--- config.mk ---
export PLATFORM = sky130hd
export DESIGN_NAME = rc_hpf_channel_scheduler_flat
export DESIGN_NICKNAME = d
export VERILOG_FILES = /design/src/rtl/rc_hpf_channel_scheduler_pkg.sv /design/src/rtl/rc_hpf_channel_scheduler_if.sv /design/src/rtl/rc_hpf_channel_scheduler_datapath.sv /design/src/rtl/rc_hpf_channel_scheduler.sv /design/src/flat_wrapper.sv
export SDC_FILE = /design/constraint.sdc
export NUM_CORES = 1
export LEC_CHECK = 0
export BUFFER_PORTS_ARGS = -buffer_cell sky130_fd_sc_hd__buf_2
export CAP_MARGIN = 10
export CORE_MARGIN = 2
export CORE_UTILIZATION = 38
export DETAILED_ROUTE_END_ITERATION = 8
export GPL_ROUTABILITY_DRIVEN = 0
export PLACE_DENSITY = 0.58
export SLEW_MARGIN = 10
export SYNTH_ARGS = -nofsm -noshare
export SYNTH_HDL_FRONTEND = slang
export SYNTH_SLANG_ARGS = --single-unit
--- constraint.sdc ---
create_clock -name clk -period 16.85 [get_ports clk]
set_input_delay 2.5275 -clock clk [delete_from_list [all_inputs] [get_ports clk]]
set_output_delay 2.5275 -clock clk [all_outputs]
set_load 0.05 [all_outputs]
--- src/rtl/rc_hpf_channel_scheduler_pkg.sv ---
`default_nettype none
// ============================================================================
// Module   : rc_hpf_sched_pkg
// Purpose  : Shared types, widths and the output clamp/wrap helper for the
//            time-multiplexed RC high-pass filter scheduler.
// Macro    : RC_HPF_SCHED_SATURATE_EN - when defined sat16 clamps, otherwise
//            it keeps the low 16 bits (two's-complement wrap).
// Revision : 1.0 - initial release
// ============================================================================
package rc_hpf_sched_pkg;

  localparam int SAMPLE_W = 16;
  localparam int COEF_W   = 16;
  localparam int SUM_W    = 18;
  localparam int PROD_W   = 35;
  localparam int SHIFT    = 16;
  localparam int RES_W    = PROD_W - SHIFT;  // width of prod >>> 16

  typedef enum logic [1:0] {
    ST_IDLE  = 2'd0,
    ST_LOAD  = 2'd1,
    ST_MUL   = 2'd2,
    ST_WRITE = 2'd3
  } state_e;

  function automatic logic signed [SAMPLE_W-1:0] sat16(input logic signed [RES_W-1:0] r);
`ifdef RC_HPF_SCHED_SATURATE_EN
    if (r > 19'sd32767)
      sat16 = 16'sh7FFF;
    else if (r < -19'sd32768)
      sat16 = 16'sh8000;
    else
      sat16 = SAMPLE_W'(r);
`else
    sat16 = SAMPLE_W'(r);
`endif
  endfunction

endpackage
`default_nettype wire

--- src/rtl/rc_hpf_channel_scheduler_if.sv ---
`default_nettype none
// ============================================================================
// Module   : rc_hpf_channel_scheduler_if
// Purpose  : Bundles the sample strobe, sample buses, coefficient write port
//            and status flags of the channel scheduler.
// Ports    : master drives audio_clk_en, in_samples, coef_wr/addr/data and
//            receives out_samples, busy, frame_done, overrun; slave mirrors.
// Revision : 1.0 - initial release
// ============================================================================
interface rc_hpf_channel_scheduler_if #(
  parameter int NUM_CHANNELS = 4
);
  localparam int AW = (NUM_CHANNELS > 1) ? $clog2(NUM_CHANNELS) : 1;

  logic                       audio_clk_en;
  logic [16*NUM_CHANNELS-1:0] in_samples;
  logic                       coef_wr;
  logic [AW-1:0]              coef_addr;
  logic [15:0]                coef_data;
  logic [16*NUM_CHANNELS-1:0] out_samples;
  logic                       busy;
  logic                       frame_done;
  logic                       overrun;

  modport master (
    output audio_clk_en, in_samples, coef_wr, coef_addr, coef_data,
    input  out_samples, busy, frame_done, overrun
  );

  modport slave (
    input  audio_clk_en, in_samples, coef_wr, coef_addr, coef_data,
    output out_samples, busy, frame_done, overrun
  );
endinterface
`default_nettype wire

--- src/rtl/rc_hpf_channel_scheduler_datapath.sv ---
`default_nettype none
// ============================================================================
// Module   : rc_hpf_datapath
// Purpose  : Shared filter arithmetic y = a*(y_prev + x - x_prev), split into
//            a registered sum stage (LOAD) and a registered product stage
//            (MUL); the shifted/saturated result is combinational for WRITE.
// Ports    : clk, reset; load_en_i, mul_en_i stage enables; x_i, x_prev_i,
//            y_prev_i, coef_i operands; y_o filtered result.
// Revision : 1.0 - initial release
// ============================================================================
module rc_hpf_datapath
  import rc_hpf_sched_pkg::*;
(
  input  logic                       clk,
  input  logic                       reset,
  input  logic                       load_en_i,
  input  logic                       mul_en_i,
  input  logic signed [SAMPLE_W-1:0] x_i,
  input  logic signed [SAMPLE_W-1:0] x_prev_i,
  input  logic signed [SAMPLE_W-1:0] y_prev_i,
  input  logic        [COEF_W-1:0]   coef_i,
  output logic signed [SAMPLE_W-1:0] y_o
);

  logic signed [SUM_W-1:0]  sum_q, sum_d;
  logic        [COEF_W-1:0] coef_q;
  logic signed [PROD_W-1:0] prod_q, prod_d;

  always_comb begin
    sum_d  = {{2{y_prev_i[SAMPLE_W-1]}}, y_prev_i} + {{2{x_i[SAMPLE_W-1]}}, x_i}
           - {{2{x_prev_i[SAMPLE_W-1]}}, x_prev_i};
    // Coefficient is unsigned; a zero MSB makes it a positive 17-bit signed operand.
    prod_d = sum_q * $signed({1'b0, coef_q});
  end

  always_ff @(posedge clk or posedge reset) begin
    if (reset) begin
      sum_q  <= '0;
      coef_q <= '0;
      prod_q <= '0;
    end else begin
      if (load_en_i) begin
        sum_q  <= sum_d;
        coef_q <= coef_i;
      end
      if (mul_en_i)
        prod_q <= prod_d;
    end
  end

  // Top slice of the product is prod >>> 16 with its sign bits intact.
  assign y_o = sat16(prod_q[PROD_W-1:SHIFT]);

endmodule
`default_nettype wire

--- src/rtl/rc_hpf_channel_scheduler.sv ---
`default_nettype none
// ============================================================================
// Module   : rc_hpf_channel_scheduler
// Purpose  : Sequences NUM_CHANNELS voices through one RC high-pass datapath
//            per audio strobe (3 cycles per channel), holding per-channel
//            history and a runtime-writable coefficient bank.
// Ports    : clk, reset (async, active-high); bus (slave modport) carries
//            strobe, packed inputs, coef write port, packed outputs, busy,
//            frame_done and sticky overrun.
// Macro    : RC_HPF_SCHED_SATURATE_EN selects clamping instead of wrapping.
// Revision : 1.0 - initial release
// ============================================================================
module rc_hpf_channel_scheduler
  import rc_hpf_sched_pkg::*;
#(
  parameter int          NUM_CHANNELS = 4,
  parameter int          CLOCK_RATE   = 1000000,
  parameter int          SAMPLE_RATE  = 48000,
  parameter logic [15:0] DEFAULT_COEF = 16'hF000
) (
  input  logic                       clk,
  input  logic                       reset,
  rc_hpf_channel_scheduler_if.slave  bus
);

  localparam int AW   = (NUM_CHANNELS > 1) ? $clog2(NUM_CHANNELS) : 1;
  localparam int LAST = NUM_CHANNELS - 1;

  if ((NUM_CHANNELS < 1) || (NUM_CHANNELS > 16)
      || (3 * NUM_CHANNELS >= CLOCK_RATE / SAMPLE_RATE)) begin : g_param_check
    $error("rc_hpf_channel_scheduler: channel count does not fit the sample period");
  end

  state_e                     state_q, state_d;
  logic [AW-1:0]              ch_q, ch_d;
  logic signed [SAMPLE_W-1:0] x_snap_q [NUM_CHANNELS];
  logic signed [SAMPLE_W-1:0] x_prev_q [NUM_CHANNELS];
  logic signed [SAMPLE_W-1:0] y_prev_q [NUM_CHANNELS];
  logic        [COEF_W-1:0]   coef_q   [NUM_CHANNELS];
  logic                       frame_done_q, overrun_q;
  logic                       load_en, mul_en, wr_en, last_ch, accept;
  logic signed [SAMPLE_W-1:0] y_new;

  assign last_ch = (ch_q == AW'(LAST));
  // A strobe in the final WRITE cycle starts the next frame back-to-back.
  assign accept  = bus.audio_clk_en
                 && ((state_q == ST_IDLE) || ((state_q == ST_WRITE) && last_ch));

  // ---- FSM: state register ----
  always_ff @(posedge clk or posedge reset) begin
    if (reset) begin
      state_q <= ST_IDLE;
      ch_q    <= '0;
    end else begin
      state_q <= state_d;
      ch_q    <= ch_d;
    end
  end

  // ---- FSM: next state ----
  always_comb begin
    state_d = state_q;
    ch_d    = ch_q;
    case (state_q)
      ST_IDLE: begin
        if (accept) begin
          state_d = ST_LOAD;
          ch_d    = '0;
        end
      end
      ST_LOAD:  state_d = ST_MUL;
      ST_MUL:   state_d = ST_WRITE;
      ST_WRITE: begin
        if (!last_ch) begin
          state_d = ST_LOAD;
          ch_d    = ch_q + 1'b1;
        end else if (accept) begin
          state_d = ST_LOAD;
          ch_d    = '0;
        end else begin
          state_d = ST_IDLE;
        end
      end
      default:  state_d = ST_IDLE;
    endcase
  end

  // ---- FSM: outputs ----
  always_comb begin
    load_en  = (state_q == ST_LOAD);
    mul_en   = (state_q == ST_MUL);
    wr_en    = (state_q == ST_WRITE);
    bus.busy = (state_q != ST_IDLE);
  end

  rc_hpf_datapath u_datapath (
    .clk       (clk),
    .reset     (reset),
    .load_en_i (load_en),
    .mul_en_i  (mul_en),
    .x_i       (x_snap_q[ch_q]),
    .x_prev_i  (x_prev_q[ch_q]),
    .y_prev_i  (y_prev_q[ch_q]),
    .coef_i    (coef_q[ch_q]),
    .y_o       (y_new)
  );

  // Snapshot, history and status flags.
  always_ff @(posedge clk or posedge reset) begin
    if (reset) begin
      for (int i = 0; i < NUM_CHANNELS; i++) begin
        x_snap_q[i] <= '0;
        x_prev_q[i] <= '0;
        y_prev_q[i] <= '0;
      end
      frame_done_q <= 1'b0;
      overrun_q    <= 1'b0;
    end else begin
      if (accept) begin
        for (int i = 0; i < NUM_CHANNELS; i++)
          x_snap_q[i] <= bus.in_samples[i*SAMPLE_W +: SAMPLE_W];
      end
      if (wr_en) begin
        y_prev_q[ch_q] <= y_new;
        x_prev_q[ch_q] <= x_snap_q[ch_q];
      end
      frame_done_q <= wr_en && last_ch;
      if (bus.audio_clk_en && !accept)
        overrun_q <= 1'b1;
    end
  end

  // Coefficient bank: writes land on any edge; LOAD has already latched its copy.
  always_ff @(posedge clk or posedge reset) begin
    if (reset) begin
      for (int i = 0; i < NUM_CHANNELS; i++)
        coef_q[i] <= DEFAULT_COEF;
    end else if (bus.coef_wr && (32'(bus.coef_addr) < NUM_CHANNELS)) begin
      coef_q[bus.coef_addr] <= bus.coef_data;
    end
  end

  // The stored y history doubles as the registered output.
  for (genvar i = 0; i < NUM_CHANNELS; i++) begin : g_out
    assign bus.out_samples[i*SAMPLE_W +: SAMPLE_W] = y_prev_q[i];
  end

  assign bus.frame_done = frame_done_q;
  assign bus.overrun    = overrun_q;

endmodule
`default_nettype wire

--- src/flat_wrapper.sv ---
// flat-port wrapper written by rule: the top's interface ports become plain ports
module rc_hpf_channel_scheduler_flat import rc_hpf_sched_pkg::*;
#(
  parameter int          NUM_CHANNELS = 4,
  parameter int          CLOCK_RATE   = 1000000,
  parameter int          SAMPLE_RATE  = 48000,
  parameter logic [15:0] DEFAULT_COEF = 16'hF000
)
  (clk, reset, bus_audio_clk_en, bus_in_samples, bus_coef_wr, bus_coef_addr, bus_coef_data, bus_out_samples, bus_busy, bus_frame_done, bus_overrun);
  rc_hpf_channel_scheduler_if #(.NUM_CHANNELS(NUM_CHANNELS)) bus_i ();
  input  logic clk;
  input  logic reset;
  input wire logic [$bits(bus_i.audio_clk_en)-1:0] bus_audio_clk_en;
  input wire logic [$bits(bus_i.in_samples)-1:0] bus_in_samples;
  input wire logic [$bits(bus_i.coef_wr)-1:0] bus_coef_wr;
  input wire logic [$bits(bus_i.coef_addr)-1:0] bus_coef_addr;
  input wire logic [$bits(bus_i.coef_data)-1:0] bus_coef_data;
  output wire logic [$bits(bus_i.out_samples)-1:0] bus_out_samples;
  output wire logic [$bits(bus_i.busy)-1:0] bus_busy;
  output wire logic [$bits(bus_i.frame_done)-1:0] bus_frame_done;
  output wire logic [$bits(bus_i.overrun)-1:0] bus_overrun;
  assign bus_i.audio_clk_en = bus_audio_clk_en;
  assign bus_i.in_samples = bus_in_samples;
  assign bus_i.coef_wr = bus_coef_wr;
  assign bus_i.coef_addr = bus_coef_addr;
  assign bus_i.coef_data = bus_coef_data;
  assign bus_out_samples = bus_i.out_samples;
  assign bus_busy = bus_i.busy;
  assign bus_frame_done = bus_i.frame_done;
  assign bus_overrun = bus_i.overrun;
  rc_hpf_channel_scheduler #(.NUM_CHANNELS(NUM_CHANNELS), .CLOCK_RATE(CLOCK_RATE), .SAMPLE_RATE(SAMPLE_RATE), .DEFAULT_COEF(DEFAULT_COEF)) u_core (.clk(clk), .reset(reset), .bus(bus_i));
endmodule
# Word-level counts from Yosys, hierarchy flattened
# Index checks and enable logic that the tools add are counted.
# word_totals
ff_bits	328
input_bits	86
output_inout_bits	67
word_cells	74
# op_classes
add_sub_neg	3
multipliers	1
order_cmp	4
n_eq_ne	5
n_mux	26
bitwise_logic	2
n_reduce_logical	10
# op_table
cell	count
$bwmux 64	3
$mux 16	10
$bmux 16 s2	4
$demux 16 s2	2
$mul 18x17->32	1
$sub 18x18->18	1
$add 16x16->17	1
$mux 2	4
$pmux 2 s4	1
$eq 2x2->1 const B	3
$ge 3x3->1 const B	2
$lt 3x1->1 const B	2
$not 2->3	2
$logic_and 1x1->1	5
$pmux 2 s2	1
$reduce_bool 2->1	2
$add 2x1->2 const B	1
$eq 2x1->1 const B	1
$logic_not 2->1	1
$ne 2x1->1 const B	1
$logic_not 1->1	1
$logic_or 1x1->1	1
$mux 1	1

# Logic depth before layout (Yosys ltp)
# logic_depth
word_depth	7
depth_mapped	24
depth_no_buf	22

# Modules after synthesis
# From an unflattened synthesis, not the netlist that was laid out.
# unflattened
hier_cells	2063
hier_area_um2	24533.5
# modules_own_cells
module	n_inst	cells_per_inst	area_each_um2	seq_area_each_um2
rc_hpf_datapath	1	1400	13046.3	1251.2
rc_hpf_channel_scheduler	1	663	11487.3	6576.3

# Worst setup path before layout
# No wires, ideal clock.
# synth_path
path_kind	register to register
from	register u_core.u_datapath.coef_q[8]
to	register u_core.u_datapath.prod_q[23]
setup_ns	0.125
t_arrival_ns	5.940
required_ns	16.725
slack_ns	10.785
path_stages_with_launch	25
path_buffers	2
period_less_slack_ns	6.065
cell_sequence	dfrtp_1 -> clkbuf_1 -> clkbuf_1 -> nand2_1 -> fa_1 -> inv_1 -> fa_1 -> inv_1 -> fa_1 -> inv_1 -> fa_1 -> fa_1 -> inv_1 -> fa_1 -> inv_1 -> ha_1 -> a21oi_1 -> o21ai_0 -> a21oi_1 -> a21bo_2 -> a221oi_4 -> o21bai_1 -> a21o_1 -> xor2_1 -> mux2_2
# synth_via
elab_chain_cells	1
# synth_lines
item	line_no	text
start: declaration	rc_hpf_channel_scheduler_datapath.sv:26	logic [COEF_W-1:0] coef_q;
start signal: assignment	rc_hpf_channel_scheduler_datapath.sv:44	coef_q <= coef_i;
$mul 18x17->32	rc_hpf_channel_scheduler_datapath.sv:33	prod_d = sum_q * $signed({1'b0, coef_q});
end signal: assignment	rc_hpf_channel_scheduler_datapath.sv:47	prod_q <= prod_d;
end: declaration	rc_hpf_channel_scheduler_datapath.sv:27	logic signed [PROD_W-1:0] prod_q, prod_d;
# No other way between the ends.
# A chain may end at the register's enable or synchronous reset.

# Worst setup path in the final report
# layout_path
from	register u_core.u_datapath.coef_q[8]
to	register u_core.u_datapath.prod_q[30]
# The elaborated chain is that of the path after synthesis.

==> metrics.md <==
| Metric | Value |
|---|---|
| Simple-gate area share of the yosys netlist | `under 10%` |
| Grt ovf | `0` |
| Total CTS buffers | `35` |
| Pin count of the biggest net entering global routing | `between 100 and 150` |
| Syn. warnings | `0` |
| Worst path cell trace | `nand2_1 -> fa_1 -> inv_1 -> fa_1 -> inv_1 -> fa_1 -> inv_1 -> fa_1 -> fa_1 -> inv_1 -> fa_1 -> inv_1 -> ha_1 -> a21oi_1 -> o21ai_0 -> a21oi_1 -> a21bo_2 -> a221oi_4 -> o21ai_2 -> a21o_1 -> a2111o_1 -> nand4_1` |
| Post-route DRC | `0` |
| Drt initial violations | `about 700` |
| Hold Path Sink | `u_core.bus.overrun` |
| Top_reg_cell synth | `dfrtp_1` |
| Crit path from | `u_core.u_datapath.coef_q[8]` |
| Post-cts resize count | `0` |
| First-pass GRT wire length | `~95 mm` |
| Area Overhead vs Synth | `11.4%` |
| Post-synthesis mux area share | `19.0%` |
| Post-synthesis compound-gate area fraction | `about 3.6%` |
| Synth Area in XOR/XNOR | `~1.7%` |
| Initial antenna violation count | `2` |
| Dpl hpwl | `about 43 mm` |
| FF-to-FF setup slack | `between 10 and 15 ns` |
| Crit Path Class | `reg -> reg` |
| Starting Density | `between 30% and 40%` |
| Critical path capture point type | `register` |
| Syn Nets | `roughly 2600` |
| Vias | `between 15000 and 20000` |
| Post-Synthesis Cells | `2107` |
| Die Area | `between 60000 and 70000 um2` |
| Relative slew margins | `31.5%` |
| Core ar. | `roughly 64000 um2` |
| First-pass DRT Iterations | `5` |
| Vias per cell | `approximately 5` |
| Worst R2R Start | `u_core.u_datapath.coef_q[8]` |
| Total clock sinks | `312` |
| H-tree Lvls | `2` |
| Ys async rst share | `100%` |
| Setup-failing EPs final | `0` |
| Wire length per cell | `approximately 18 um` |
| Final WL | `roughly 57 mm` |
| Register bit total from synthesis | `approximately 310` |
| Root buf cell | `clkbuf_16` |
| Least-Margin Pin Slew | `approximately 1.0 ns` |
| Synth Cell Area | `roughly 25000 um2` |
| # rows | `93` |
| Largest family of logic cells by synthesized area | `adder cells` |
| Total negative setup slack | `0 ns` |
| Die Span X | `about 260 um` |
| RSZ-0062 raised after global routing | `no` |
| R2r endpoint | `u_core.u_datapath.prod_q[30]` |
| Status | `complete, no violations` |
| Filler cells | `5974` |
| Worst-case clock buffer depth | `3` |
| Min-Delay Startpoint | `u_core.bus.overrun` |
| Worst-path fanout max | `19` |
| Post-synth EDFFs | `0` |
| Reg2reg path depth | `22` |
| Cells on Worst Hold Path | `1` |
| Min-Delay Path Class | `reg -> reg` |
| Distinct cell type count after synthesis | `61` |
| Share of layout cells above drive strength 1 | `26.8%` |
| Final cycle utilization of the critical path | `39.4%` |
| Port Buffers | `about 150` |
| Skew final | `between 0.03 and 0.04 ns` |
| Fin. Hold Viols | `0` |
| Boundary pin count | `about 150` |
| Syn_area_per_cell | `around 12 um2` |
| Number of global-route vias before repair | `~18000` |
| Crit start category | `register` |
| GRT Total Usage | `about 18%` |
| Final net count | `around 2700` |
| Required @ worst endpoint | `~17 ns` |
| Clk pin slew, worst setup/hold paths | `~0.06 ns` |
| Max-cap viol count | `0` |
| Clk_lat worst skew | `around 0.55 ns` |
| Crit path largest cell delay | `0.90 ns` |
| Slew Viols, Final | `0` |
| Sequential element share of the synthesized area | `about a third` |
| Critical Path AT | `7.10 ns` |
| Hold buffers post-CTS | `0` |
| Worst Path Buf+Inv | `5` |
| CP Depth | `22` |
| FMAX | `~150 MHz` |
| Delay-heaviest family, CP | `adder cells` |
| Adder-cell share of the synthesized area | `around 28%` |
| Critical path's slowest cell | `dfrtp_1` |
| DRT antenna net count | `0` |
| Die Height | `around 260 um` |
| CP dominant cell by count | `fa_1` |
| CTS tree | `done` |
| Final Critical Period | `approximately 6.6 ns` |
| Setup Buffers After CTS | `0` |
cell usage after synthesis, types with 3 or more instances:
cell,number,area share [%]
inv_1,374,5.7
dfrtp_1,296,30
mux2_2,285,13
fa_1,273,22
nand2_1,192,2.9
and2_1,130,3.3
ha_1,122,6.2
clkbuf_1,68,1.0
mux4_2,64,5.9
xnor2_1,39,1.4
a21oi_1,27,0.55
o21ai_0,27,0.55
nor2_1,25,0.38
buf_1,16,0.24
dfstp_2,16,1.7
a21o_1,15,0.46
nor3_1,15,0.31
nand3_1,11,0.22
xor2_1,9,0.32
and3_1,8,0.20
o21a_1,7,0.21
a211oi_1,6,0.18
nand2b_1,6,0.15
o21bai_1,5,0.15
o31ai_1,5,0.15
a211o_1,4,0.14
buf_2,4,0.082
nand3b_1,4,0.12
nor2b_1,4,0.10
or2_2,4,0.10
a22o_1,3,0.11
a31o_2,3,0.11
a31oi_1,3,0.076
o211ai_1,3,0.092
or3_1,3,0.076
state kept, by name, indices dropped and copies added, names as in the netlist:
name and count:
u_core.bus.frame_done 1, u_core.bus.out_samples 64, u_core.bus.overrun 1, u_core.ch_q 2
u_core.coef_q 64, u_core.state_q 2, u_core.u_datapath.coef_q 16, u_core.u_datapath.prod_q 16
u_core.u_datapath.sum_q 18, u_core.x_prev_q 64, u_core.x_snap_q 64
worst max path at each step:
stage	to	slack, ns
finish	u_core.u_datapath.prod_q[30]	10.20
global route	u_core.u_datapath.sum_q[16]	9.78
floorplan	u_core.bus.frame_done	5.72
detailed placement	u_core.u_datapath.prod_q[30]	10.25
CTS	u_core.u_datapath.prod_q[30]	10.18
global placement	u_core.u_datapath.sum_q[16]	10.24
area by class of cell:
cell class	count	area (um2)	area share [%]
Multi-Input combinational cell	1331	15000	54.8
Sequential cell	312	7830	28.6
Inverter	376	1420	5.19
Clock buffer	55	1080	3.96
Tap cell	855	1070	3.91
Timing Repair Buffer	165	858	3.14
Clock inverter	9	95.1	0.348
Antenna cell	1	2.50	0.00915
metrics by stage:
stage	instance area [um2]	setup WS, ns	utilization [%]	cells	hold slack [ns]
floorplan	24500	5.72	-	2107	0.474
global placement	26200	10.24	40.8	3039	0.478
detailed placement	26200	10.25	40.8	3039	0.460
CTS	27400	10.18	42.7	3103	0.486
global route	27400	9.78	42.7	3103	0.506
finish	27400	10.20	42.7	3104	0.484
worst register-to-register path, cell delays in order, from the launching register on:
cell and delay (ns):
dfrtp_1 0.90, nand2_1 0.18, fa_1 0.57, inv_1 0.05, fa_1 0.49, inv_1 0.05
fa_1 0.52, inv_1 0.05, fa_1 0.39, fa_1 0.51, inv_1 0.05, fa_1 0.49
inv_1 0.05, ha_1 0.31, a21oi_1 0.15, o21ai_0 0.09, a21oi_1 0.10, a21bo_2 0.30
a221oi_4 0.41, o21ai_2 0.16, a21o_1 0.22, a2111o_1 0.42, nand4_1 0.09
per-layer routing:
layer  vias up  routed length [um]  GRT usage (%)
li1       7032                   -              -
met1      8141               24000           22.1
met2       292               29400           32.4
met3       100                2260           2.72
met4         2                1490           5.04
met5         -                  11              0
cell usage in the layout (no fill, tap or decap), types with 4 or more instances in the layout:
| cell type | instances |
|---|---|
| clkbuf_1 | 9 |
| clkinv_2 | 4 |
| xnor2_1 | 39 |
| nand3_1 | 11 |
| buf_4 | 13 |
| a21oi_1 | 27 |
| buf_2 | 152 |
| or2_2 | 4 |
| xor2_1 | 9 |
| a21o_1 | 15 |
| mux4_2 | 64 |
| o31ai_1 | 5 |
| dfstp_2 | 16 |
| inv_1 | 373 |
| nor2_1 | 25 |
| fa_1 | 273 |
| nor3_1 | 15 |
| o21a_1 | 7 |
| ha_1 | 122 |
| and3_1 | 8 |
| nor2b_1 | 4 |
| o21ai_0 | 26 |
| a211oi_1 | 6 |
| nand2b_1 | 6 |
| nand3b_1 | 4 |
| and2_1 | 130 |
| nand2_1 | 192 |
| a211o_1 | 4 |
| dfrtp_1 | 294 |
| mux2_2 | 285 |
| clkbuf_8 | 9 |
| o21bai_1 | 5 |
| clkbuf_16 | 37 |
cells by family after synthesis:
family | Yosys count
adder cells (fa/ha/maj) | 395
buffers and inverters | 464
AND/OR/NAND/NOR | 410
AO/OA/AOI/OAI | 128
XOR/XNOR | 48
multiplexers | 350
flip-flops | 312
Power is left out: the tool's default activity adds up to more than one toggle a clock period on the data nets, which glitch-free logic cannot reach.
